File: src/rtl/mux_pkt_arbiter.sv
// Packet-level round-robin arbiter steering the select of a 2:1 NoC output mux.
// Locks the mux onto one input from HEAD to TAIL, with a flit-count watchdog.
module mux_pkt_arbiter #(
  parameter int                TYPEW  = 2,
  parameter logic [TYPEW-1:0]  T_NONE = 2'b00,
  parameter logic [TYPEW-1:0]  T_HEAD = 2'b01,
  parameter logic [TYPEW-1:0]  T_DATA = 2'b10,
  parameter logic [TYPEW-1:0]  T_TAIL = 2'b11,
  parameter int                PORTW  = 5,
  parameter int                MAXLEN = 32
) (
  input  logic             clk,
  input  logic             rst_,
  input  logic             ivalid_0,
  input  logic [TYPEW-1:0] itype_0,
  input  logic             ivalid_1,
  input  logic [TYPEW-1:0] itype_1,
  input  logic             oready,
  output logic [PORTW-1:0] sel,
  output logic             gnt_0,
  output logic             gnt_1,
  output logic             busy,
  output logic             err
);

  localparam int CNTW = $clog2(MAXLEN + 1);
  localparam logic [CNTW-1:0] CNT_LIMIT = CNTW'(MAXLEN - 1);

  typedef enum logic [1:0] {IDLE, OWN0, OWN1} state_t;

  state_t          state, state_nxt;
  logic            pri, pri_nxt;
  logic [CNTW-1:0] cnt, cnt_nxt;
  logic            err_nxt;

  logic [1:0] kind_0, kind_1;
  logic       hreq_0, hreq_1, tail_0, tail_1;

  // Returns {is_tail, is_head}; NONE and DATA flits carry no framing meaning.
  function automatic logic [1:0] decode(input logic [TYPEW-1:0] t);
    case (t)
      T_HEAD:         decode = 2'b01;
      T_TAIL:         decode = 2'b10;
      T_NONE, T_DATA: decode = 2'b00;
      default:        decode = 2'b00;
    endcase
  endfunction

  assign kind_0 = decode(itype_0);
  assign kind_1 = decode(itype_1);
  assign hreq_0 = ivalid_0 & kind_0[0];
  assign hreq_1 = ivalid_1 & kind_1[0];
  assign tail_0 = kind_0[1];
  assign tail_1 = kind_1[1];

  always_ff @(posedge clk or negedge rst_) begin
    if (!rst_) begin
      state <= IDLE;
      pri   <= 1'b0;
      cnt   <= '0;
      err   <= 1'b0;
    end else begin
      state <= state_nxt;
      pri   <= pri_nxt;
      cnt   <= cnt_nxt;
      err   <= err_nxt;
    end
  end

  // A TAIL always wins over the watchdog, so a packet of exactly MAXLEN flits is legal.
  always_comb begin
    state_nxt = state;
    pri_nxt   = pri;
    cnt_nxt   = cnt;
    err_nxt   = 1'b0;
    case (state)
      IDLE: begin
        if (hreq_0 && (!hreq_1 || !pri)) begin
          state_nxt = OWN0;
          cnt_nxt   = '0;
        end else if (hreq_1) begin
          state_nxt = OWN1;
          cnt_nxt   = '0;
        end
      end
      OWN0: begin
        if (gnt_0) begin
          cnt_nxt = cnt + CNTW'(1);
          if (tail_0) begin
            pri_nxt = 1'b1;
            if (hreq_1) begin
              state_nxt = OWN1;
              cnt_nxt   = '0;
            end else begin
              state_nxt = IDLE;
            end
          end else if (cnt == CNT_LIMIT) begin
            err_nxt   = 1'b1;
            pri_nxt   = 1'b1;
            state_nxt = IDLE;
          end
        end
      end
      OWN1: begin
        if (gnt_1) begin
          cnt_nxt = cnt + CNTW'(1);
          if (tail_1) begin
            pri_nxt = 1'b0;
            if (hreq_0) begin
              state_nxt = OWN0;
              cnt_nxt   = '0;
            end else begin
              state_nxt = IDLE;
            end
          end else if (cnt == CNT_LIMIT) begin
            err_nxt   = 1'b1;
            pri_nxt   = 1'b0;
            state_nxt = IDLE;
          end
        end
      end
      default: state_nxt = IDLE;
    endcase
  end

  always_comb begin
    sel   = '0;
    busy  = 1'b0;
    gnt_0 = 1'b0;
    gnt_1 = 1'b0;
    case (state)
      OWN0: begin
        sel   = PORTW'(1);
        busy  = 1'b1;
        gnt_0 = ivalid_0 & oready;
      end
      OWN1: begin
        sel   = PORTW'(2);
        busy  = 1'b1;
        gnt_1 = ivalid_1 & oready;
      end
      default: ;
    endcase
  end

endmodule

File: config.mk
export PLATFORM = sky130hd
export DESIGN_NAME = mux_pkt_arbiter
export DESIGN_NICKNAME = d
export VERILOG_FILES = /design/src/rtl/mux_pkt_arbiter.sv
export SDC_FILE = /design/constraint.sdc
export NUM_CORES = 1
export LEC_CHECK = 0
export BUFFER_PORTS_ARGS = -buffer_cell sky130_fd_sc_hd__buf_2
export CORE_MARGIN = 4
export CORE_UTILIZATION = 50
export CTS_CLUSTER_SIZE = 40
export DETAILED_ROUTE_END_ITERATION = 7
export PLACE_DENSITY = 0.74
export SKIP_CTS_REPAIR_TIMING = 1
export SKIP_LAST_GASP = 1
export SLEW_MARGIN = 25
export SYNTH_ARGS = -nofsm -noshare
export SYNTH_HDL_FRONTEND = slang
export SYNTH_SLANG_ARGS = --single-unit
export TNS_END_PERCENT = 20
File: constraint.sdc
create_clock -name clk -period 2 [get_ports clk]
set_input_delay 0.2 -clock clk [delete_from_list [all_inputs] [get_ports clk]]
set_output_delay 0.2 -clock clk [all_outputs]
set_load 0.01 [all_outputs]
Yosys cells after proc, flatten, opt, wreduce, memory -nomap -nowiden

Cells that the tools add are included.

Input port bits: 9
Register bits: 10

Muxes and demuxes: 38
Equal/unequal tests: 14
$add $sub $neg: 1
Reductions and logical operators: 15
Bitwise logic cells: 4

Operators by type and width:

| operator            | number |
|---|---|
| $mux 6              | 8 |
| $pmux 2 s3          | 3 |
| $pmux 6 s3          | 1 |
| $mux 2              | 8 |
| $mux 1              | 15 |
| $eq 2x2->1 const B  | 5 |
| $ne 3x3->1 const B  | 3 |
| $add 6x1->6 const B | 1 |
| $eq 2x1->1 const B  | 3 |
| $eq 6x5->1 const B  | 1 |
| $logic_not 2->1     | 3 |
| $reduce_or 2->1     | 3 |
| $reduce_and 5->1    | 1 |
| $and 1x1->1         | 4 |
| $ne 2x2->1 const B  | 2 |
| $pmux 1 s2          | 2 |
| $pmux 2 s2          | 1 |
| $reduce_and 4->1    | 1 |
| $reduce_and 3->1    | 1 |
| $reduce_bool 3->1   | 1 |
| $logic_not 1->1     | 2 |
| $reduce_bool 2->1   | 1 |
| $logic_and 1x1->1   | 1 |
| $logic_or 1x1->1    | 1 |

Longest topological paths before layout

Word-level depth: 9
Depth in mapped cells: 6

Worst setup path after synthesis

Ideal clock, no wire load.

Path kind: flip-flop to flip-flop
From: register state[1]
To: register state[0]
Stages on the path, launching flop included: 7
Arrival: 1.473 ns
Library setup time: 0.122 ns
Period minus slack after synthesis: 1.594 ns
Path slack: 0.406 ns
Path through: dfrtp_1 inv_1 ha_1 a21bo_2 o311a_1 o21ai_1 a32o_1

Cells in the longest elaborated chain, start to end: 4
Elaborated cells between the ends (all ways): 10
Those cells by class: eq/ne: 5; mux: 3; reduce/logical: 2

Ends and longest elaborated chain:

| what                                     | line    | RTL |
|---|---|---|
| start, declared                          | 31      | `state_t state, state_nxt;` |
| start signal, assigned                   | 63      | `state <= state_nxt;` |
| $eq 2x2->1 or $eq 2x1->1 (tied branches) | 76, 131 |  |
| $mux 1                                   | 131     | `case (state)` |
| $ne 2x2->1 (no line)                     | --      |  |
| $reduce_and 3->1 (no line)               | --      |  |

Parallel ways exist; a longest one is shown, timed or not.
A chain may end at the register's enable or synchronous reset.

Worst setup path in the final report

Same ends and word-level chain as after synthesis.

==> tab_implementation.tex <==
\begin{tabular}{lr}
\hline
Metric & Value \\
\hline
\multicolumn{2}{l}{\textbf{Outcome}} \\
Outcome & finished, final reports clean \\
\multicolumn{2}{l}{\textbf{Min path}} \\
Hold WC Path Type & input port to register \\
Number of cells traversed by the worst hold path & 2 \\
Hold Path End & err \\
Hold path startpoint & oready \\
\multicolumn{2}{l}{\textbf{Global routing}} \\
Leftover overflow at the end of global routing & 0 \\
Number of antenna violations at the first check in global routing & 0 \\
Global-route usage over all layers & 16.4\% \\
Number of global-route vias before repair & 700 \\
Global-route wire length before repair & 3100 µm \\
Maximum number of pins on one net before global-route repair & 11 \\
\multicolumn{2}{l}{\textbf{Route}} \\
Router iterations before antenna repair & 4 \\
Total number of vias & 722 \\
Drc violations & 0 \\
Routed WL & 1790 µm \\
Routed WL per cell & 15.4 µm \\
Iteration-0 DRC Markers & 22 \\
Count of antenna-violating nets left after detailed routing & 0 \\
Detail-routed via count per cell & 6.22 \\
\multicolumn{2}{l}{\textbf{Placed design}} \\
Count of input and output buffers & 14 \\
Gp weighted congestion & 0.920 \\
DP Wirelength & 1400 µm \\
Placement Setup Slack & 0.282 ns \\
\multicolumn{2}{l}{\textbf{Layout}} \\
Layout filler cell count & 135 \\
Total inserted antenna cells & 0 \\
Storage element area & 250 µm² \\
Multi-input gate area & 533 µm² \\
Ratio of cells with drive above 1 in the final layout & 29.0\% \\
Area growth, synth to finish & 13.1\% \\
Final core area utilization & 60.9\% \\
Count of nets after finishing & 117 \\
\multicolumn{2}{l}{\textbf{Job}} \\
Number of max-capacitance violations reported & 0 \\
\multicolumn{2}{l}{\textbf{Synth}} \\
Most instantiated library cell after synthesis & sky130\_fd\_sc\_hd\_\_dfrtp\_1 \\
Register bit total from synthesis & 10 \\
Number of warnings reported in the yosys synthesis log & 0 \\
Commonest register cell after synthesis & sky130\_fd\_sc\_hd\_\_dfrtp\_1 \\
Synth cell count leaders & sky130\_fd\_sc\_hd\_\_dfrtp\_1, sky130\_fd\_sc\_hd\_\_nand2\_1, sky130\_fd\_sc\_hd\_\_o21ai\_0 \\
Number of synthesized flops with an enable pin & 0 \\
Syn\_area\_per\_cell & 9.89 µm² \\
Ys async rst share & 100\% \\
Library cell occupying the most area in the post-synthesis netlist & sky130\_fd\_sc\_hd\_\_dfrtp\_1 \\
Cells taking the most area after synthesis & sky130\_fd\_sc\_hd\_\_dfrtp\_1, sky130\_fd\_sc\_hd\_\_ha\_1, sky130\_fd\_sc\_hd\_\_a31oi\_4 \\
Cells after synthesis & 83 \\
Share of the synthesized area in the top cell type & 30.5\% \\
Post-synth design cell area & 821 µm² \\
Sequential element share of the synthesized area & 30.5\% \\
Cell variety after synth & 34 \\
\multicolumn{2}{l}{\textbf{CTS}} \\
Cts bufs inserted & 3 \\
H-tree levels & 1 \\
Clock latency on the worst-skew pair & 0.27 ns \\
Clock root buffer & sky130\_fd\_sc\_hd\_\_clkbuf\_4 \\
Number of buffers on the longest clock path & 2 \\
TritonCTS Sinks & 10 \\
Clock slew at the register clock pins of the worst setup and hold paths & 0.06 ns \\
TritonCTS clock tree & yes \\
\multicolumn{2}{l}{\textbf{STA}} \\
Fmax & 581 MHz \\
Min Tclk post-route & 1.72 ns \\
Clock tree skew after final layout & 0.00424 ns \\
RSZ-0062 raised after global routing & false \\
Fin. max-slew vios & 0 \\
Accumulated negative setup slack & 0 ns \\
Hold violation total from the final report & 0 \\
Crit share post-route & 86.1\% \\
Count of final setup violators & 0 \\
Post-layout worst setup margin & 0.278 ns \\
\multicolumn{2}{l}{\textbf{Die}} \\
Height of the die & 48.5 µm \\
Die width & 48.5 µm \\
Core area & 1520 µm² \\
Number of cell rows & 14 \\
Floorplan die area & 2350 µm² \\
Top Ports & 18 \\
Initial Utilization & 53.9\% \\
\multicolumn{2}{l}{\textbf{Setup path}} \\
Setup Crit Path Kind & register to register \\
Worst r2r src & state[1] \\
Launching element type of the critical path & register \\
Worst reg-to-reg setup slack & 0.28 ns \\
Crit. End Element & register \\
Reg-to-reg critical path endpoint & state[0] \\
Signal arrival time at the worst endpoint & 1.87 ns \\
Count of buffering cells on the critical path with inverters included & 1 \\
Worst EP required & 2.15 ns \\
Largest delay share family, worst path & compound AO/OA/AOI/OAI gates \\
Critical path origin & state[1] \\
Max incr delay on CP & 0.42 ns \\
Depth of the most critical reg-to-reg path & 6 \\
Worst path cell trace & inv\_1 -> ha\_1 -> a21bo\_2 -> o311a\_1 -> o21ai\_1 -> a32o\_1 \\
Slowest library cell on the worst path & sky130\_fd\_sc\_hd\_\_dfrtp\_1 \\
Max Fanout on Critical Path & 8 \\
\multicolumn{2}{l}{\textbf{Power and ir drop}} \\
Leakage dissipation & 0.405 nW \\
Peak VDD IR & 0.794 mV \\
Cell area power density & 1140 nW/µm² \\
\hline
\end{tabular}
layer usage:
| layer | vias to the layer above | global-route usage [%] | part of all wire (%) |
|---|---|---|---|
| li1 | 357 | - | - |
| met1 | 346 | 21.8 | 46 |
| met2 | 19 | 24.6 | 47 |
| met3 | 0 | 5.21 | 6.4 |
| met4 | 0 | 6.73 | 0 |
| met5 | - | 0 | 0 |
where the power goes:
| group | switching, mW | internal (mW) | total (mW) |
|---|---|---|---|
| Clock | 0.0655 | 0.0694 | 0.135 |
| Sequential | 0.0412 | 0.245 | 0.286 |
| Combinational | 0.373 | 0.269 | 0.641 |
| Total | 0.479 | 0.583 | 1.06 |
through the flow:
step | cell area [µm²] | instances | total power, mW | hold slack (ns)
after floorplan | 828 | 85 | 0.772 | -0.0956
after global placement | 896 | 112 | 0.910 | 0.0709
after detailed placement | 896 | 112 | 0.926 | 0.0734
after CTS | 918 | 115 | 1.07 | -0.219
after global routing | 928 | 116 | 1.16 | 0.245
final | 928 | 116 | 1.06 | 0.232
worst max-delay path by stage:
stage / to / depth (start not counted) / slack, ns
after floorplan: state[0] / 6 / 0.41
after global placement: state[0] / 6 / 0.33
after detailed placement: state[0] / 6 / 0.28
after CTS: state[0] / 6 / 0.27
after global routing: state[0] / 6 / 0.13
final: state[0] / 6 / 0.28
state kept, by name (all words and copies together), names as in the netlist:
signal,count
cnt,6
state,2
err,1
pri,1
cells by family after synthesis:
group	after synthesis	synth area share, %
AO/OA/AOI/OAI	34	38.4
AND/OR/NAND/NOR	23	16.0
flip-flops	10	30.5
buffers and inverters	9	5.49
adder cells (fa/ha/maj)	6	9.15
other	1	0.457
cell type report:
class                           instances  area share (%)
Multi-Input combinational cell         66            57.4
Sequential cell                        10            27.0
Timing Repair Buffer                   15            8.63
Clock buffer                            3            2.43
Inverter                                6            2.43
Tap cell                               16            2.16
cell usage in the layout, fill, tap and decap left out, types with 2 or more instances in the layout:
cell type                   n
sky130_fd_sc_hd__buf_2     14
sky130_fd_sc_hd__dfrtp_1   10
sky130_fd_sc_hd__nand2_1    7
sky130_fd_sc_hd__o21ai_0    7
sky130_fd_sc_hd__inv_1      6
sky130_fd_sc_hd__ha_1       6
sky130_fd_sc_hd__nand3_1    4
sky130_fd_sc_hd__and3_1     3
sky130_fd_sc_hd__o21ai_1    3
sky130_fd_sc_hd__o211ai_1   3
sky130_fd_sc_hd__conb_1     3
sky130_fd_sc_hd__clkbuf_4   3
sky130_fd_sc_hd__a31oi_4    2
sky130_fd_sc_hd__a21bo_2    2
sky130_fd_sc_hd__a21boi_0   2
sky130_fd_sc_hd__a31oi_1    2
sky130_fd_sc_hd__a32o_1     2
sky130_fd_sc_hd__o221ai_1   2
sky130_fd_sc_hd__or2_2      2
Note: power is estimated with default switching activity, not from simulation.
